<file path="src/rtl/crono_pkg.sv">
`default_nettype none
// ----------------------------------------------------------------------------
// crono_pkg : shared state encoding and clock constants for the stopwatch
// Rev 1.0
// ----------------------------------------------------------------------------
package crono_pkg;

  localparam int CLK_HZ        = 50000000;
  localparam int TICK_HZ       = 100;
  localparam int TICK_DIV_DFLT = CLK_HZ / TICK_HZ;

  typedef enum logic [1:0] {
    IDLE  = 2'd0,
    RUN   = 2'd1,
    LAP   = 2'd2,
    PAUSE = 2'd3
  } crono_state_t;

  function automatic logic is_counting(crono_state_t s);
    return (s == RUN) || (s == LAP);
  endfunction

endpackage
`default_nettype wire

</file>
<file path="src/rtl/crono_ctrl_if.sv">
`default_nettype none
// ----------------------------------------------------------------------------
// crono_ctrl_if : key inputs and datapath control outputs of the sequencer
// Rev 1.0
// ----------------------------------------------------------------------------
interface crono_ctrl_if;

  logic       key0;
  logic       key1;
  logic       cnt_en;
  logic       cnt_clr;
  logic       lap_hold;
  logic       running;
  logic [1:0] state;

  modport master (
    input  key0, key1,
    output cnt_en, cnt_clr, lap_hold, running, state
  );

  modport slave (
    output key0, key1,
    input  cnt_en, cnt_clr, lap_hold, running, state
  );

endinterface
`default_nettype wire

</file>
<file path="src/rtl/crono_ctrl_debounce.sv">
`default_nettype none
// ----------------------------------------------------------------------------
// key_debounce : synchronise, debounce and edge-detect one raw push-button
// Rev 1.0
// ----------------------------------------------------------------------------
module key_debounce #(
  parameter int DEB_CYCLES     = 1000000,
  parameter bit KEY_ACTIVE_LOW = 1'b1
) (
  input  logic clk,
  input  logic rst,
  input  logic key_raw,
  output logic level,
  output logic press
);

  localparam int            CW         = (DEB_CYCLES > 1) ? $clog2(DEB_CYCLES) : 1;
  localparam logic [CW-1:0] C_DEB_LAST = CW'(DEB_CYCLES - 1);

  logic          w_key_norm;
  logic          r_sync1;
  logic          r_sync2;
  logic          r_level;
  logic          r_level_d;
  logic          r_press;
  logic [CW-1:0] r_cnt;

  assign w_key_norm = KEY_ACTIVE_LOW ? ~key_raw : key_raw;

  always_ff @(posedge clk) begin
    if (rst) begin
      r_sync1   <= 1'b0;
      r_sync2   <= 1'b0;
      r_level   <= 1'b0;
      r_level_d <= 1'b0;
      r_press   <= 1'b0;
      r_cnt     <= '0;
    end else begin
      r_sync1   <= w_key_norm;
      r_sync2   <= r_sync1;
      r_level_d <= r_level;
      r_press   <= r_level & ~r_level_d;
      // Any single agreeing sample restarts the stability window.
      if (r_sync2 != r_level) begin
        if (r_cnt == C_DEB_LAST) begin
          r_level <= ~r_level;
          r_cnt   <= '0;
        end else begin
          r_cnt <= r_cnt + CW'(1);
        end
      end else begin
        r_cnt <= '0;
      end
    end
  end

  assign level = r_level;
  assign press = r_press;

endmodule
`default_nettype wire

</file>
<file path="src/rtl/crono_ctrl.sv">
`default_nettype none
// ----------------------------------------------------------------------------
// crono_ctrl : stopwatch start/pause/lap/clear sequencer and centisecond tick
// Rev 1.0
// ----------------------------------------------------------------------------
module crono_ctrl
  import crono_pkg::*;
#(
  parameter int TICK_DIV       = TICK_DIV_DFLT,
  parameter int DEB_CYCLES     = 1000000,
  parameter bit KEY_ACTIVE_LOW = 1'b1
) (
  input  logic         clk,
  input  logic         rst,
  crono_ctrl_if.master bus
);

  localparam int            PW         = $clog2(TICK_DIV);
  localparam logic [PW-1:0] C_PRE_LAST = PW'(TICK_DIV - 1);

  crono_state_t  r_state;
  crono_state_t  w_state_nxt;
  logic [PW-1:0] r_pre;
  logic [PW-1:0] w_pre_nxt;
  logic          r_cnt_en;
  logic          w_cnt_en_nxt;
  logic          r_cnt_clr;
  logic          w_cnt_clr_nxt;
  logic          r_lap_hold;
  logic          r_running;
  logic          w_ev0;
  logic          w_ev1;
  logic          w_lvl0;
  logic          w_lvl1;
  logic          w_cnt_now;
  logic          w_cnt_nxt;
  logic          w_unused;

  key_debounce #(
    .DEB_CYCLES     (DEB_CYCLES),
    .KEY_ACTIVE_LOW (KEY_ACTIVE_LOW)
  ) u_deb0 (
    .clk     (clk),
    .rst     (rst),
    .key_raw (bus.key0),
    .level   (w_lvl0),
    .press   (w_ev0)
  );

  key_debounce #(
    .DEB_CYCLES     (DEB_CYCLES),
    .KEY_ACTIVE_LOW (KEY_ACTIVE_LOW)
  ) u_deb1 (
    .clk     (clk),
    .rst     (rst),
    .key_raw (bus.key1),
    .level   (w_lvl1),
    .press   (w_ev1)
  );

  assign w_unused = w_lvl0 ^ w_lvl1;

  always_comb begin
    w_state_nxt   = r_state;
    w_cnt_clr_nxt = 1'b0;
    // key0 is tested first everywhere so it wins a same-cycle collision.
    case (r_state)
      IDLE: begin
        if (w_ev0) w_state_nxt = RUN;
      end
      RUN: begin
        if (w_ev0)      w_state_nxt = PAUSE;
        else if (w_ev1) w_state_nxt = LAP;
      end
      LAP: begin
        if (w_ev0)      w_state_nxt = PAUSE;
        else if (w_ev1) w_state_nxt = RUN;
      end
      PAUSE: begin
        if (w_ev0) begin
          w_state_nxt = RUN;
        end else if (w_ev1) begin
          w_state_nxt   = IDLE;
          w_cnt_clr_nxt = 1'b1;
        end
      end
      default: w_state_nxt = IDLE;
    endcase

    w_cnt_now    = is_counting(r_state);
    w_cnt_nxt    = is_counting(w_state_nxt);
    w_cnt_en_nxt = w_cnt_now && w_cnt_nxt && (r_pre == C_PRE_LAST);

    // Leaving RUN/LAP freezes the phase, so a tick due on that edge fires on resume.
    if (w_state_nxt == IDLE) begin
      w_pre_nxt = '0;
    end else if (w_cnt_now && w_cnt_nxt) begin
      w_pre_nxt = (r_pre == C_PRE_LAST) ? '0 : r_pre + PW'(1);
    end else begin
      w_pre_nxt = r_pre;
    end
  end

  always_ff @(posedge clk) begin
    if (rst) begin
      r_state    <= IDLE;
      r_pre      <= '0;
      r_cnt_en   <= 1'b0;
      r_cnt_clr  <= 1'b1;
      r_lap_hold <= 1'b0;
      r_running  <= 1'b0;
    end else begin
      r_state    <= w_state_nxt;
      r_pre      <= w_pre_nxt;
      r_cnt_en   <= w_cnt_en_nxt;
      r_cnt_clr  <= w_cnt_clr_nxt;
      r_lap_hold <= (w_state_nxt == LAP);
      r_running  <= w_cnt_nxt;
    end
  end

  assign bus.cnt_en   = r_cnt_en;
  assign bus.cnt_clr  = r_cnt_clr;
  assign bus.lap_hold = r_lap_hold;
  assign bus.running  = r_running;
  assign bus.state    = r_state;

endmodule
`default_nettype wire
</file>
<file path="src/flat_wrapper.sv">
// flat-port wrapper written by rule: the top's interface ports become plain ports
module crono_ctrl_flat import crono_pkg::*;
#(
  parameter int TICK_DIV       = TICK_DIV_DFLT,
  parameter int DEB_CYCLES     = 1000000,
  parameter bit KEY_ACTIVE_LOW = 1'b1
)
  (clk, rst, bus_key0, bus_key1, bus_cnt_en, bus_cnt_clr, bus_lap_hold, bus_running, bus_state);
  crono_ctrl_if bus_i ();
  input  logic clk;
  input  logic rst;
  input wire logic [$bits(bus_i.key0)-1:0] bus_key0;
  input wire logic [$bits(bus_i.key1)-1:0] bus_key1;
  output wire logic [$bits(bus_i.cnt_en)-1:0] bus_cnt_en;
  output wire logic [$bits(bus_i.cnt_clr)-1:0] bus_cnt_clr;
  output wire logic [$bits(bus_i.lap_hold)-1:0] bus_lap_hold;
  output wire logic [$bits(bus_i.running)-1:0] bus_running;
  output wire logic [$bits(bus_i.state)-1:0] bus_state;
  assign bus_i.key0 = bus_key0;
  assign bus_i.key1 = bus_key1;
  assign bus_cnt_en = bus_i.cnt_en;
  assign bus_cnt_clr = bus_i.cnt_clr;
  assign bus_lap_hold = bus_i.lap_hold;
  assign bus_running = bus_i.running;
  assign bus_state = bus_i.state;
  crono_ctrl #(.TICK_DIV(TICK_DIV), .DEB_CYCLES(DEB_CYCLES), .KEY_ACTIVE_LOW(KEY_ACTIVE_LOW)) u_core (.clk(clk), .rst(rst), .bus(bus_i));
endmodule
</file>
<file path="config.mk">
export PLATFORM = sky130hd
export DESIGN_NAME = crono_ctrl_flat
export DESIGN_NICKNAME = d
export VERILOG_FILES = /design/src/rtl/crono_pkg.sv /design/src/rtl/crono_ctrl_if.sv /design/src/rtl/crono_ctrl_debounce.sv /design/src/rtl/crono_ctrl.sv /design/src/flat_wrapper.sv
export SDC_FILE = /design/constraint.sdc
export NUM_CORES = 1
export LEC_CHECK = 0
export CAP_MARGIN = 10
export CORE_MARGIN = 5
export CORE_UTILIZATION = 45
export CTS_CLUSTER_DIAMETER = 60
export CTS_CLUSTER_SIZE = 12
export DETAILED_ROUTE_END_ITERATION = 10
export GPL_TIMING_DRIVEN = 1
export RECOVER_POWER = 25
export SKIP_CTS_REPAIR_TIMING = 1
export SYNTH_ARGS = -nofsm -noshare
export SYNTH_HDL_FRONTEND = slang
export SYNTH_SLANG_ARGS = --single-unit
export TNS_END_PERCENT = 30
</file>
<file path="constraint.sdc">
create_clock -name clk -period 2.7 [get_ports clk]
set_input_delay 0.54 -clock clk [delete_from_list [all_inputs] [get_ports clk]]
set_output_delay 0.54 -clock clk [all_outputs]
set_load 0.02 [all_outputs]
</file>
==> results_tabular.tex <==
\begin{tabular}{lr}
\hline
Metric & Value \\
\hline
\multicolumn{2}{l}{\textbf{CTS}} \\
\quad Maximum clock path buffer count & 2 \\
\quad Clock insertion delay at the later pin of the skew report & 0.35 ns \\
\quad Sinks on Clock Net & between 70 and 80 \\
\quad Maximum level of the CTS H-tree & 3 \\
\quad CTS Buf Count & 9 \\
\quad Clock slew at the register clock pins of the worst setup and hold paths & 0.08 ns \\
\quad CTS tree & done \\
\quad Master cell of the clock root buffer & clkbuf\_8 \\
\multicolumn{2}{l}{\textbf{Logic synthesis}} \\
\quad Synth unique cells & 48 \\
\quad Dominant combinational cell family by area after synthesis & simple AND/OR/NAND/NOR gates \\
\quad Sequential fraction of the synthesis area & between 40\% and 50\% \\
\quad Synth Register Bits & 75 \\
\quad Cell count after synthesis & 374 \\
\quad Share of the synthesized area in the top cell type & 45.2\% \\
\quad Leading post-synthesis cells by cell area & dfxtp\_1 (45\%), nor2\_1 (6.3\%), xor2\_1 (6.1\%) \\
\quad Synthesized-area fraction occupied by ao, oa, aoi and oai cells & about 7.3\% \\
\quad Post-Synthesis Net Count & 387 \\
\quad Proportion of synthesized area in mux cells & 0.301\% \\
\quad Prevailing post-synth register cell & dfxtp\_1 \\
\quad Cell taking the most area after synthesis & dfxtp\_1 \\
\quad Synth Area in XOR/XNOR & between 10\% and 20\% \\
\quad Most common library cells after synthesis & dfxtp\_1 (75), nor2\_1 (56), xor2\_1 (23), nand3\_1 (22), xnor2\_1 (18) \\
\quad Post-synthesis share of cell area spent on full adders, half adders and majority gates & 3.39\% \\
\quad Average cell area after synthesis & 8.89 sq um \\
\quad Library cell with the highest instance count after synthesis & dfxtp\_1 \\
\quad Number of flops mapped to enable cells by yosys & 0 \\
\quad Cell area after synthesis & 3320 sq um \\
\quad Warnings, synthesis & 0 \\
\quad Simple-gate share of the synthesized area & 30.3\% \\
\quad Async SR Flop Fraction & 0\% \\
\multicolumn{2}{l}{\textbf{STA}} \\
\quad Worst slew margin relative to its limit & 56.0\% \\
\quad Post-layout minimum cycle time & about 2.6 ns \\
\quad Final number of setup-violating endpoints & 0 \\
\quad Fin. Hold Viols & 0 \\
\quad Highest Clock Rate & about 390 MHz \\
\quad Fin. max-slew vios & 0 \\
\quad Clock tree skew after final layout & 0.00897 ns \\
\quad WHS & 0.384 ns \\
\quad Slew @ Worst Pin & 0.656 ns \\
\quad Final period util & around 96\% \\
\multicolumn{2}{l}{\textbf{Floorplan}} \\
\quad Width of the chip & roughly 96 um \\
\quad Total die area & between 9000 and 10000 sq um \\
\quad Chip Height & 95.9 um \\
\quad Ports & 10 \\
\quad Floorplan row count & 31 \\
\quad Initial cell density of the core & a little under half \\
\quad Core ar. & 7210 sq um \\
\multicolumn{2}{l}{\textbf{Run status}} \\
\quad Outcome & finished clean \\
\multicolumn{2}{l}{\textbf{Placed design}} \\
\quad Placed wire-length estimate & 4260 um \\
\quad Global placement routability congestion & 0.780 \\
\quad Area of placed instances & 3570 sq um \\
\quad Number of buffers added on ports & 9 \\
\quad Instance count after placement with tap cells included & 479 \\
\multicolumn{2}{l}{\textbf{Critical path}} \\
\quad Worst-path maximum fanout & 6 \\
\quad Top Family by Delay on Critical Path & simple AND/OR/NAND/NOR gates \\
\quad Crit end category & register \\
\quad Largest stage delay, worst path & 0.37 ns \\
\quad Element type at the critical path start & register \\
\quad Library cell appearing most often on the critical path & inv\_1 \\
\quad Worst endpoint required time & 2.98 ns \\
\quad Count of buffer and inverter cells on the critical path & 3 \\
\quad Classification of the worst setup path & reg2reg \\
\quad Worst-path cell with the longest stage delay & dfxtp\_4 \\
\quad Signal arrival time at the worst endpoint & 2.87 ns \\
\quad Ordered cell list for the critical path & inv\_1 -> ha\_1 -> nor4\_2 -> o32a\_1 -> inv\_1 -> ha\_4 -> and4b\_2 -> buf\_4 -> nand3\_1 -> or3\_1 -> a21oi\_1 \\
\multicolumn{2}{l}{\textbf{Power and ir drop}} \\
\quad Max IR drop VDD & 0.286 mV \\
\quad Power density relative to cell area & 566 nW/um\^{}2 \\
\quad Pleak & approximately 1.2 nW \\
\multicolumn{2}{l}{\textbf{GRT}} \\
\quad Residual overflow from global routing & 0 \\
\quad Maximum number of pins on one net before global-route repair & 21 \\
\quad Vias in the first global route & roughly 2400 \\
\quad Aggregate global-route resource usage & 14.5\% \\
\quad Antenna violations before repair & 0 \\
\quad Wire length of the first global-routing pass & 10500 um \\
\multicolumn{2}{l}{\textbf{Detailed routing}} \\
\quad Routed wire length & about 6100 um \\
\quad Count of routing violations after the opening detailed-route iteration & 71 \\
\quad WL/cell & roughly 12 um \\
\quad DRT Pass-1 Iters & 4 \\
\quad Via-to-Cell Ratio & 5.24 \\
\quad Number of nets with antenna violations after routing & 0 \\
\quad Count of vias placed by the detailed router & $\sim$2600 \\
\quad DRC & 0 \\
\multicolumn{2}{l}{\textbf{Cells and area}} \\
\quad Share of post-route cells with drive strength above 1 & 10.3\% \\
\quad Non-filler instance count after layout & 496 \\
\quad Layout area overhead & 16.0\% \\
\quad Net total in the final layout & between 400 and 500 \\
\quad Ant diodes & 0 \\
\quad Final core utilization & 53.4\% \\
\quad Post-route cell area & 3850 sq um \\
\multicolumn{2}{l}{\textbf{Hold path}} \\
\quad Hold Crit Class & reg2reg \\
\multicolumn{2}{l}{\textbf{Run}} \\
\quad Max-cap violations & 0 \\
\hline
\end{tabular}
placed cells by master (no fill, tap or decap), drive strengths merged, types with 2 or more instances in the layout:
master	instances
clkdlybuf4s50	8
nor4	7
inv	12
clkinv	2
nor4bb	2
xnor2	18
ha	9
bufinv	3
nor3	7
and3	6
o31ai	3
or4	3
buf	9
dfxtp	75
and2	3
a21oi	17
nor4b	4
nand4	17
clkbuf	10
nand3	23
o21ai	14
nor2	56
nor2b	9
nand2	17
xor2	23
o41ai	2
or3	13
and4	7
cell families after synthesis:
group / Yosys count
compound gates: 41
xor+xnor: 41
fa+ha+maj: 9
buf+inv: 23
flops: 75
mux: 1
simple gates: 184
per-stage QoR:
step | setup WS (ns) | setup TNS, ns | power (mW)
after global placement | 0.0837 | 0 | 1.16
after global routing | -0.0231 | -0.0362 | 2.27
after floorplan | 0.0281 | 0 | 1.15
after detailed placement | -0.0785 | -0.456 | 1.16
final | 0.112 | 0 | 2.18
after CTS | -0.112 | -0.970 | 2.22
flip-flops by register name (all words and copies together) (netlist names), 2 cells and up:
name / count
u_core.bus.state: 2
u_core.u_deb0.r_cnt: 20
u_core.r_pre: 19
u_core.u_deb1.r_cnt: 20
path summary, 6_finish.rpt:
kind | to | slack (ns) | cells after the start | from
setup / recovery | u_core.r_pre[14]$_SDFFE_PP0P_ | 0.11 | 11 | u_core.bus.state[0]$_SDFF_PP0_
hold / removal | u_core.u_deb0.press$_SDFF_PP0_ | 0.38 | 1 | u_core.u_deb0.r_level_d$_SDFF_PP0_
setup reg to reg | u_core.r_pre[14]$_SDFFE_PP0P_ | 0.11 | 11 | u_core.bus.state[0]$_SDFF_PP0_
hold reg to reg | u_core.u_deb0.press$_SDFF_PP0_ | 0.38 | 1 | u_core.u_deb0.r_level_d$_SDFF_PP0_
power by group:
| part | total, mW | switching, mW | internal, mW |
|---|---|---|---|
| clock | 1.05 | 0.428 | 0.620 |
| sequential | 1.11 | 0.00255 | 1.11 |
| combinational | 0.0223 | 0.0124 | 0.00991 |
| total | 2.18 | 0.443 | 1.74 |
final cells by class:
cell class / count / area (sq um)
clock inverter: 7 / 124
sequential: 75 / 1510
inverter: 11 / 41.3
tap: 99 / 124
timing repair buffer: 19 / 161
multi-input combinational: 276 / 1770
fill: 696 / 3360
clock buffer: 9 / 124
worst register-to-register path: cells and delay by family, from the launching register on:
family | cells | cell delay (ns)
flip-flops | 1 | 0.37
AO/OA/AOI/OAI | 2 | 0.35
buffers and inverters | 3 | 0.29
adder cells (fa/ha/maj) | 2 | 0.45
AND/OR/NAND/NOR | 4 | 1.06
per-layer routing:
metal  track usage (%)  share of wire [%]
met5                 0                  0
met4              6.75                1.7
met3              4.22                2.9
met2              21.8                 45
met1              19.1                 51
No activity file was read; power rests on OpenSTA's default activity.
==> patch (same settings) <==
The package constant `CLK_HZ` goes from 50000000 to 100000000.
--- a/src/rtl/crono_pkg.sv
+++ b/src/rtl/crono_pkg.sv
@@ -6,5 +6,5 @@
 package crono_pkg;
 
-  localparam int CLK_HZ        = 50000000;
+  localparam int CLK_HZ        = 100000000;
   localparam int TICK_HZ       = 100;
   localparam int TICK_DIV_DFLT = CLK_HZ / TICK_HZ;
Check against the original RTL: same outputs for any inputs over 10 cycles, from zero or initial values and one cycle with rst high; that may be too few to reach the edited logic, so the function may still have changed.
==> patch against the unedited design <==
Area after synthesis rose by 0.68%; routed wire length increased by 4.8%; combinational power fell by 2%; die area rose by 0.61%; via count about the same; cell area increased by 1.8%; setup slack worse by 0.036 ns; hold slack worse by 0.0011 ns; critical path depth decreased by 1; sequential share of layout area fell by 0.18 points; total power shrank 9.9%; sequential cell count rose by 1.
==> patch: results (changes against the unedited design) <==
outcome = completed
sequential share of the synthesized area = 0.4547 (+0.002942)
count of cell types in the netlist = 44 (-8.3%)
ranking of synthesized cells by area = dfxtp_1, xnor2_1, nor2_1
routed wl met3 = 221 um (+27%)
Syn Area/Cell = 8.875 um^2 (-0.12%)
Post-Route WL = 6382 um (+4.8%)
worst endpoint data arrival time = 2.91 ns (+0.04 ns)
worst IR drop on VDD = 294.7 uV (+3.2%)
Global Route Usage Sum = 0.1495 (+0.004406)
Place WS = 0.003175 ns (+0.08172 ns)
fin cells = 502 (+1.2%)
initial antenna violation count = 0 (unchanged)
Post-Synthesis Net Count = 390 (+0.78%)
first-pass GRT wire length = 10830 um (+3.3%)
NumNets Final = 413 (+2.0%)
CP max FO = 5 (-1)
Worst-Skew Late Latency = 0.34 ns
routed wire length on met2 = 2988 um (+9.7%)
filler cell count = 684 (-1.7%)
Final Skew = 0.007766 ns (-0.001208 ns)
DR vias/cell = 5.177 (-1.1%)
CP max stage cell = or4_4
commonest cells in the netlist = dfxtp_1, nor2_1, xnor2_1
area of placed instances = 0.003642 mm^2 (+2.0%)
Clk pin slew, worst setup/hold paths = 0.08 ns (about the same)
Static Leak = 1.230 nW (+2.2%)
Slew @ Worst Pin = 0.5671 ns (-0.08917 ns)
gpl congestion = 0.7283 (-6.6%)
M1 wire length = 3076 um (-0.32%)
pwr dens = 500.6 mW/mm^2 (-11%)
vias in the first global route = 2488 (+3.2%)
Top Layer Used = met4
placed cells = 486 (+1.5%)
initial DRC count = 57 (-20%)
Critical Path Max Stage Delay = 0.45 ns (+0.08 ns)
layout cells sized above 1 = 0.1241 (+0.02079)
Regs by FF count = u_core.r_pre: 20 flops, u_core.u_deb0.r_cnt: 20 flops, u_core.u_deb1.r_cnt: 20 flops
Crit path max-delay family = simple AND/OR/NAND/NOR gates
post-detail-place hpwl = 4259 um (about the same)
==> patch: routing by layer <==
metal,track usage,vias up
met4,0.06280,0
met1,0.1805,1189
li1,-,1369
met5,0,-
met2,0.2427,31
met3,0.04926,10
==> patch: kinds of logic after synthesis <==
family          count (synthesis)  synth area share
fa+ha+maj                       9           0.03366
flops                          76            0.4547
simple gates                  182            0.2921
mux                             1          0.002992
buf+inv                        25           0.03141
compound gates                 43           0.07779
xor+xnor                       41            0.1073
==> patch: worst register-to-register path, stage by stage (launching register included) <==
cell	delay, ns
dfxtp_4	0.37
inv_2	0.10
ha_4	0.17
and3b_1	0.20
a211oi_2	0.22
or2_4	0.18
ha_4	0.21
nand4b_1	0.21
or4_4	0.45
or3_1	0.32
a21oi_1	0.14
==> patch: cell type report <==
cell class / instances / area share
clock inverter: 1 / 0.001276
timing repair buffer: 22 / 0.04689
multi-input combinational: 276 / 0.4702
sequential: 76 / 0.3898
clock buffer: 13 / 0.04593
tap: 99 / 0.03158
inverter: 15 / 0.01435
==> patch: final timing paths <==
kind                                             to  slack [ns]  cells past startpoint
worst max-delay path               u_core.r_pre[17]        0.08                     10
worst min-delay path            u_core.u_deb0.press        0.38                      1
worst max register to register     u_core.r_pre[17]        0.08                     10
worst min register to register  u_core.u_deb0.press        0.38                      1
==> patch: power by group <==
| part | total (mW) | internal (mW) | switching [mW] | leakage (nW) |
|---|---|---|---|---|
| Sequential | 1.12 | 1.12 | 0.00231 | 0.615 |
| Clock | 0.817 | 0.429 | 0.388 | 0.0965 |
| Combinational | 0.0218 | 0.00899 | 0.0129 | 0.519 |
| Total | 1.96 | 1.56 | 0.403 | 1.23 |
